`config.mk`:
```
export PLATFORM = sky130hd
export DESIGN_NAME = alu_arbiter
export DESIGN_NICKNAME = d
export VERILOG_FILES = /design/src/rtl/alu_arbiter.sv
export SDC_FILE = /design/constraint.sdc
export NUM_CORES = 1
export LEC_CHECK = 0
export CAP_MARGIN = 25
export CORE_ASPECT_RATIO = 1.25
export CORE_MARGIN = 2
export CORE_UTILIZATION = 32
export CTS_CLUSTER_SIZE = 10
export DETAILED_ROUTE_END_ITERATION = 10
export PLACE_DENSITY = 0.64
export SLEW_MARGIN = 20
export SYNTH_ARGS = -nofsm -noshare
export SYNTH_HDL_FRONTEND = slang
export SYNTH_SLANG_ARGS = --single-unit
```
`constraint.sdc`:
```
create_clock -name clk -period 6.27 [get_ports clk]
set_clock_uncertainty 0.05 [all_clocks]
set_input_delay 1.881 -clock clk [delete_from_list [all_inputs] [get_ports clk]]
set_output_delay 1.881 -clock clk [all_outputs]
set_load 0.05 [all_outputs]
```
`src/rtl/alu_arbiter.sv`:
```
// Round-robin arbiter that shares one combinational ALU between NUM_REQ requesters.
// A single registered result slot holds each answer until its owner takes it.

package alu_pkg;
  localparam int XLEN = 32;

  typedef enum logic [3:0] {
    ALU_ADD                   = 4'd0,
    ALU_SUB                   = 4'd1,
    ALU_AND                   = 4'd2,
    ALU_OR                    = 4'd3,
    ALU_XOR                   = 4'd4,
    ALU_SLL                   = 4'd5,
    ALU_SRL                   = 4'd6,
    ALU_SRA                   = 4'd7,
    ALU_COMPARE_LESS_SIGNED   = 4'd8,
    ALU_COMPARE_LESS_UNSIGNED = 4'd9,
    ALU_COMPARE_EQUAL         = 4'd10,
    ALU_INVALID               = 4'd15
  } alu_op_t;
endpackage

module alu_arbiter #(
  parameter int NUM_REQ = 2,
  parameter int XLEN    = alu_pkg::XLEN
) (
  input  logic                    clk,
  input  logic                    reset_n,
  input  logic [NUM_REQ-1:0]      req_valid,
  output logic [NUM_REQ-1:0]      req_ready,
  input  alu_pkg::alu_op_t        req_operation [NUM_REQ],
  input  logic [XLEN-1:0]         req_operand_1 [NUM_REQ],
  input  logic [XLEN-1:0]         req_operand_2 [NUM_REQ],
  output logic [NUM_REQ-1:0]      resp_valid,
  input  logic [NUM_REQ-1:0]      resp_ready,
  output logic [XLEN-1:0]         resp_result,
  output logic                    resp_nonzero,
  output logic                    resp_error,
  output logic                    busy
);
  import alu_pkg::*;

  localparam int PTR_W   = $clog2(NUM_REQ);
  localparam int SHAMT_W = $clog2(XLEN);
  localparam logic [PTR_W:0] NUM_REQ_W = (PTR_W+1)'(NUM_REQ);

  typedef logic [PTR_W-1:0] idx_t;
  typedef enum logic { S_EMPTY, S_FULL } slot_state_t;
  typedef struct packed {
    logic [XLEN-1:0] result;
    logic            error;
  } alu_out_t;

  slot_state_t state;
  idx_t        owner;
  idx_t        ptr;
  idx_t        win_idx;
  idx_t        cand;
  logic        win_found;
  logic        drain;
  logic        slot_free;
  logic        accept;
  alu_out_t    alu_out;

  // One extra bit in the sum keeps base + offset from overflowing before the wrap.
  function automatic idx_t wrap_add(idx_t base, logic [PTR_W:0] offset);
    logic [PTR_W:0] sum;
    sum = {1'b0, base} + offset;
    if (sum >= NUM_REQ_W) sum = sum - NUM_REQ_W;
    return sum[PTR_W-1:0];
  endfunction

  function automatic alu_out_t alu_compute(alu_op_t op, logic [XLEN-1:0] a, logic [XLEN-1:0] b);
    alu_out_t         o;
    logic [SHAMT_W-1:0] sh;
    sh       = b[SHAMT_W-1:0];
    o.result = '0;
    o.error  = 1'b0;
    case (op)
      ALU_ADD:                   o.result = a + b;
      ALU_SUB:                   o.result = a - b;
      ALU_AND:                   o.result = a & b;
      ALU_OR:                    o.result = a | b;
      ALU_XOR:                   o.result = a ^ b;
      ALU_SLL:                   o.result = a << sh;
      ALU_SRL:                   o.result = a >> sh;
      ALU_SRA:                   o.result = $signed(a) >>> sh;
      ALU_COMPARE_LESS_SIGNED:   o.result = {{(XLEN-1){1'b0}}, ($signed(a) < $signed(b))};
      ALU_COMPARE_LESS_UNSIGNED: o.result = {{(XLEN-1){1'b0}}, (a < b)};
      ALU_COMPARE_EQUAL:         o.result = {{(XLEN-1){1'b0}}, (a == b)};
      // ALU_INVALID and every undefined encoding land here with a clean zero result.
      default:                   o.error  = 1'b1;
    endcase
    return o;
  endfunction

  assign drain     = (state == S_FULL) && resp_ready[owner];
  assign slot_free = (state == S_EMPTY) || drain;
  assign accept    = win_found && slot_free && reset_n;
  assign busy      = (state == S_FULL);

  // NOTE: every always_comb output gets a default before any branch, so no latch is inferred.
  always_comb begin
    win_found = 1'b0;
    win_idx   = '0;
    cand      = '0;
    for (int k = 0; k < NUM_REQ; k++) begin
      cand = wrap_add(ptr, (PTR_W+1)'(k));
      if (!win_found && req_valid[cand]) begin
        win_found = 1'b1;
        win_idx   = cand;
      end
    end
  end

  always_comb begin
    req_ready = '0;
    if (accept) req_ready[win_idx] = 1'b1;
  end

  always_comb begin
    resp_valid = '0;
    if (state == S_FULL) resp_valid[owner] = 1'b1;
  end

  assign alu_out = alu_compute(req_operation[win_idx], req_operand_1[win_idx],
                               req_operand_2[win_idx]);

  // NOTE: state registers use non-blocking assignments so every flop samples pre-edge values.
  always_ff @(posedge clk or negedge reset_n) begin
    if (!reset_n) begin
      state        <= S_EMPTY;
      owner        <= '0;
      ptr          <= '0;
      resp_result  <= '0;
      resp_nonzero <= 1'b0;
      resp_error   <= 1'b0;
    end else if (accept) begin
      state        <= S_FULL;
      owner        <= win_idx;
      ptr          <= wrap_add(win_idx, (PTR_W+1)'(1));
      resp_result  <= alu_out.result;
      resp_nonzero <= |alu_out.result;
      resp_error   <= alu_out.error;
    end else if (drain) begin
      state <= S_EMPTY;
    end
  end

endmodule

```
==> run_results.csv <==
group,metric,value,unit
finish,drive_gt1_share,32.1,%
logic_synthesis,synth_area_leaders,"mux2i_1, ha_1, nand2_1",
cts,clockBufferDepth,2,
critical_path,cpMostUsedCell,"buf_6",
sta,fin_crit,6300,ps
min_path,whs_endpoint,"resp_result[26]$_DFFE_PN0P_",
die,num_rows,86,
sta,fmax,0.159,GHz
critical_path,cp_data_arrival_time,6380,ps
sta,final_max_slew_viol_count,0,
global_routing,track_usage,38.9,%
critical_path,r2r-start,"ptr$_DFFE_PN0P_",
critical_path,ff2ff_setup_slack,1190,ps
finish,fillers,4477,
detailed_routing,dr.pass1.iters,6,
global_routing,grt_pass1_wl,134000,microns
logic_synthesis,ys_seq_area_share,6.52,%
logic_synthesis,synth_warnings,0,
logic_synthesis,synth_area,0.0142,sq mm
sta,hold_viol,0,
place,port_buffers,180,
finish,multi_input_comb_area,0.0128,sq mm
min_path,hold_depth,2,
cts,clkTransAtPathRegs,50,ps
detailed_routing,vias,21400,
global_routing,grt_pass1_vias,20900,
logic_synthesis,synth_cell_types,90,
critical_path,worst-path-max-fanout,7,
cts,worstSkewPairLatency,280,ps
die,start_util,32.3,%
detailed_routing,drtIter0Drc,2347,
critical_path,cpPeakStageDelay,550,ps
logic_synthesis,syn_avg_cell_area,6.58,sq um
sta,fin_crit_sh,100,%
critical_path,crit_buf_inv,6,
cts,cts_root_buffer,"clkbuf_16",
cts,cts_sinks,37,
logic_synthesis,ys_seq_elements,37,
die,dieHeight,240,microns
logic_synthesis,synth_top_cell_area_share,9.23,%
power,leakage,10.4,nW
sta,fin_ws,-25.1,ps
place,pre_cts_slack,-992,ps
place,place_area,0.0216,sq mm
critical_path,r2r-end,"resp_nonzero$_DFFE_PN0P_",
sta,timing.slew.headroom,25.7,%
detailed_routing,viasPerCell,6.19,
detailed_routing,antenna_left,0,
critical_path,cp-end-kind,"flip-flop",
die,die_w,192,microns
critical_path,ff2ff_path_depth,21,
global_routing,overflow,0,
finish,seq_area,926,sq um
critical_path,worst_path_max_delay_cell,"or4_4",
finish,diodes,0,
critical_path,crit_chain,"buf_6 > buf_6 > nand2b_4 > buf_6 > a21boi_4 > nor2_4 > buf_6 > ha_4 > or4_4 > and3_4 > o2111a_1 > o41ai_2 > buf_4 > o211ai_1 > a211oi_2 > buf_4 > nand4_1 > or4_4 > nand4bb_4 > nor4_2 > a41oi_1",
logic_synthesis,synth_edf_count,0,
logic_synthesis,ys.flop_type,"dfrtp_1",
finish,area_growth,59.5,%
status,violations,"setup timing",
global_routing,grt_antenna_before_repair,0,
finish,final_core_util,51.5,%
detailed_routing,routedWlPerCell,26.7,microns
logic_synthesis,syn_nets,2403,
critical_path,critical_path_class,"input port to flip-flop",
power,cellPowerDensity,214,mW/mm^2
die,fp.coreArea,0.0440,sq mm
finish,post-route-cell-area,0.0227,sq mm
cts,htreeDepth,2,
place,dp_hpwl,76900,microns
status,status,"finished, violations left",
finish,fin_nets,3128,
logic_synthesis,netlist_instances,2160,
sta,setup_viol,1,
critical_path,worst_setup_path_start_kind,"input port",
global_routing,grt_max_degree,48,
run,max_cap_viol_count,0,
sta,tightest_slew,1100,ps
detailed_routing,routed_wirelength,92400,microns
place,gp_congestion,1.04,
logic_synthesis,synthArstFlopShare,100,%
critical_path,cp_top_family,"simple AND/OR/NAND/NOR gates",
cts,cts_inserted_buffers,5,
power,irDropWorstVdd,0.000310,V
cts,cts_tree,"built",
cts,postCtsHoldBufs,0,
min_path,min_from,"resp_result[26]$_DFFE_PN0P_",
logic_synthesis,synth_top_cell_by_area,"mux2i_1",
min_path,hp-class,"flip-flop to flip-flop",
die,io_pins,181,
die,dieArea,0.0461,sq mm
critical_path,required,6360,ps
sta,grt_setup_unrepaired,"yes",
detailed_routing,drc,0,
-- Yosys cell counts, types with 11 or more instances --
library cell	count
and3_1	15
mux2i_1	131
a221o_1	12
o211ai_1	62
a211oi_1	36
inv_1	105
nand2b_1	13
ha_1	99
a211o_1	11
mux2_2	32
clkbuf_1	113
nor4_1	15
o21a_1	15
o22ai_1	28
nor3_1	50
dfrtp_1	37
nand2_1	323
o31ai_1	27
buf_1	25
nor2b_1	15
o221ai_1	23
nor2_1	139
a31oi_1	28
or3_1	11
a21o_1	21
a311oi_1	12
o21ai_0	157
o2111ai_1	16
a22oi_1	13
buf_2	49
nand3_1	81
a21oi_1	137
and2_1	17
a221oi_1	30
o21bai_1	13
nand4_1	54
-- repair_timing --
action	4_1_cts	5_1_grt
buffers inserted	7	19
cloned	2	0
pin swaps	9	31
gates resized for setup	55	63
setup endpoints to repair	9	10
-- worst min-delay path, delay by kind of cell, from the launching register on --
| family | cells | cell delay, ps |
|---|---|---|
| flops | 1 | 340 |
| simple gates | 2 | 100 |
-- cells in the final DEF (no fill, tap or decap), drive strengths merged, types with 13 or more instances in the layout --
cell type      count
and2              19
inv              109
nor3              50
o31ai             27
nor4              15
buf              733
o21a              15
mux2              32
nor2b             15
nand2b            13
nand2            324
nand4             54
a21oi            137
o2111ai           16
and3              16
o221ai            23
a211oi            38
o22ai             28
a221oi            30
a21o              21
nand3             81
mux2i            131
o211ai            62
dfrtp             37
a22oi             13
o21ai            162
clkdlybuf4s50    169
a31oi             29
nor2             140
ha                99
o21bai            13
-- worst max-delay path by stage --
stage                 start                  endpoint  slack, ps  cells after the start
2_1_floorplan  req_valid[0]  resp_nonzero$_DFFE_PN0P_          2                     26
3_3_place_gp   req_valid[0]  resp_nonzero$_DFFE_PN0P_       -940                     23
3_5_place_dp   req_valid[0]  resp_nonzero$_DFFE_PN0P_       -990                     21
4_1_cts        req_valid[0]  resp_nonzero$_DFFE_PN0P_       -270                     21
5_1_grt        req_valid[0]  resp_nonzero$_DFFE_PN0P_       -130                     21
6_report       req_valid[0]  resp_nonzero$_DFFE_PN0P_        -30                     21
-- state kept, by name (all words and copies together) (netlist names) --
| register | count |
|---|---|
| resp_nonzero | 1 |
| ptr | 1 |
| owner | 1 |
| resp_result | 32 |
| busy | 1 |
| resp_error | 1 |
-- area by class of cell --
type / instances / share of cell area [%]
Clock buffer: 6 / 0.613
Clock inverter: 2 / 0.166
Inverter: 112 / 1.86
Multi-Input combinational cell: 1822 / 56.7
Sequential cell: 37 / 4.09
Tap cell: 572 / 3.16
Timing Repair Buffer: 907 / 33.4
-- metal layers --
layer | vias to the layer above | wire length, microns | GRT usage [%]
li1 | 9631 | - | -
met3 | 284 | 6790 | 3.93
met2 | 1302 | 42400 | 65.1
met4 | 0 | 6490 | 22.2
met5 | - | 0 | 0
met1 | 10200 | 36600 | 48.2
-- report_power, final --
part	switching, W	total [W]	internal [W]
clock	0.0000919	0.000290	0.000198
sequential	0.0000444	0.000363	0.000318
combinational	0.00241	0.00419	0.00179
total	0.00254	0.00484	0.00230
-- logic make-up after synthesis --
logic type,after synthesis,synth area share (%)
xor gates and xnor gates,6,0.370
adders and majority gates,101,9.00
DFF,37,6.52
buffers and inverters,302,8.54
AOI/OAI and AO/OA,756,36.8
and+or+nand+nor,790,26.2
muxes,168,12.6
-- metrics by stage --
step                setup TNS [ps]  instances  hold WS (ps)  total power [W]
global route                  -125       3458           461          0.00508
global placement             -6070       3422           411          0.00425
finish                       -25.1       3458           419          0.00484
floorplan                        0       2160           422          0.00229
CTS                           -298       3439           425          0.00465
detailed placement           -6760       3422           412          0.00426
Note: power is estimated with default switching activity, not from simulation.
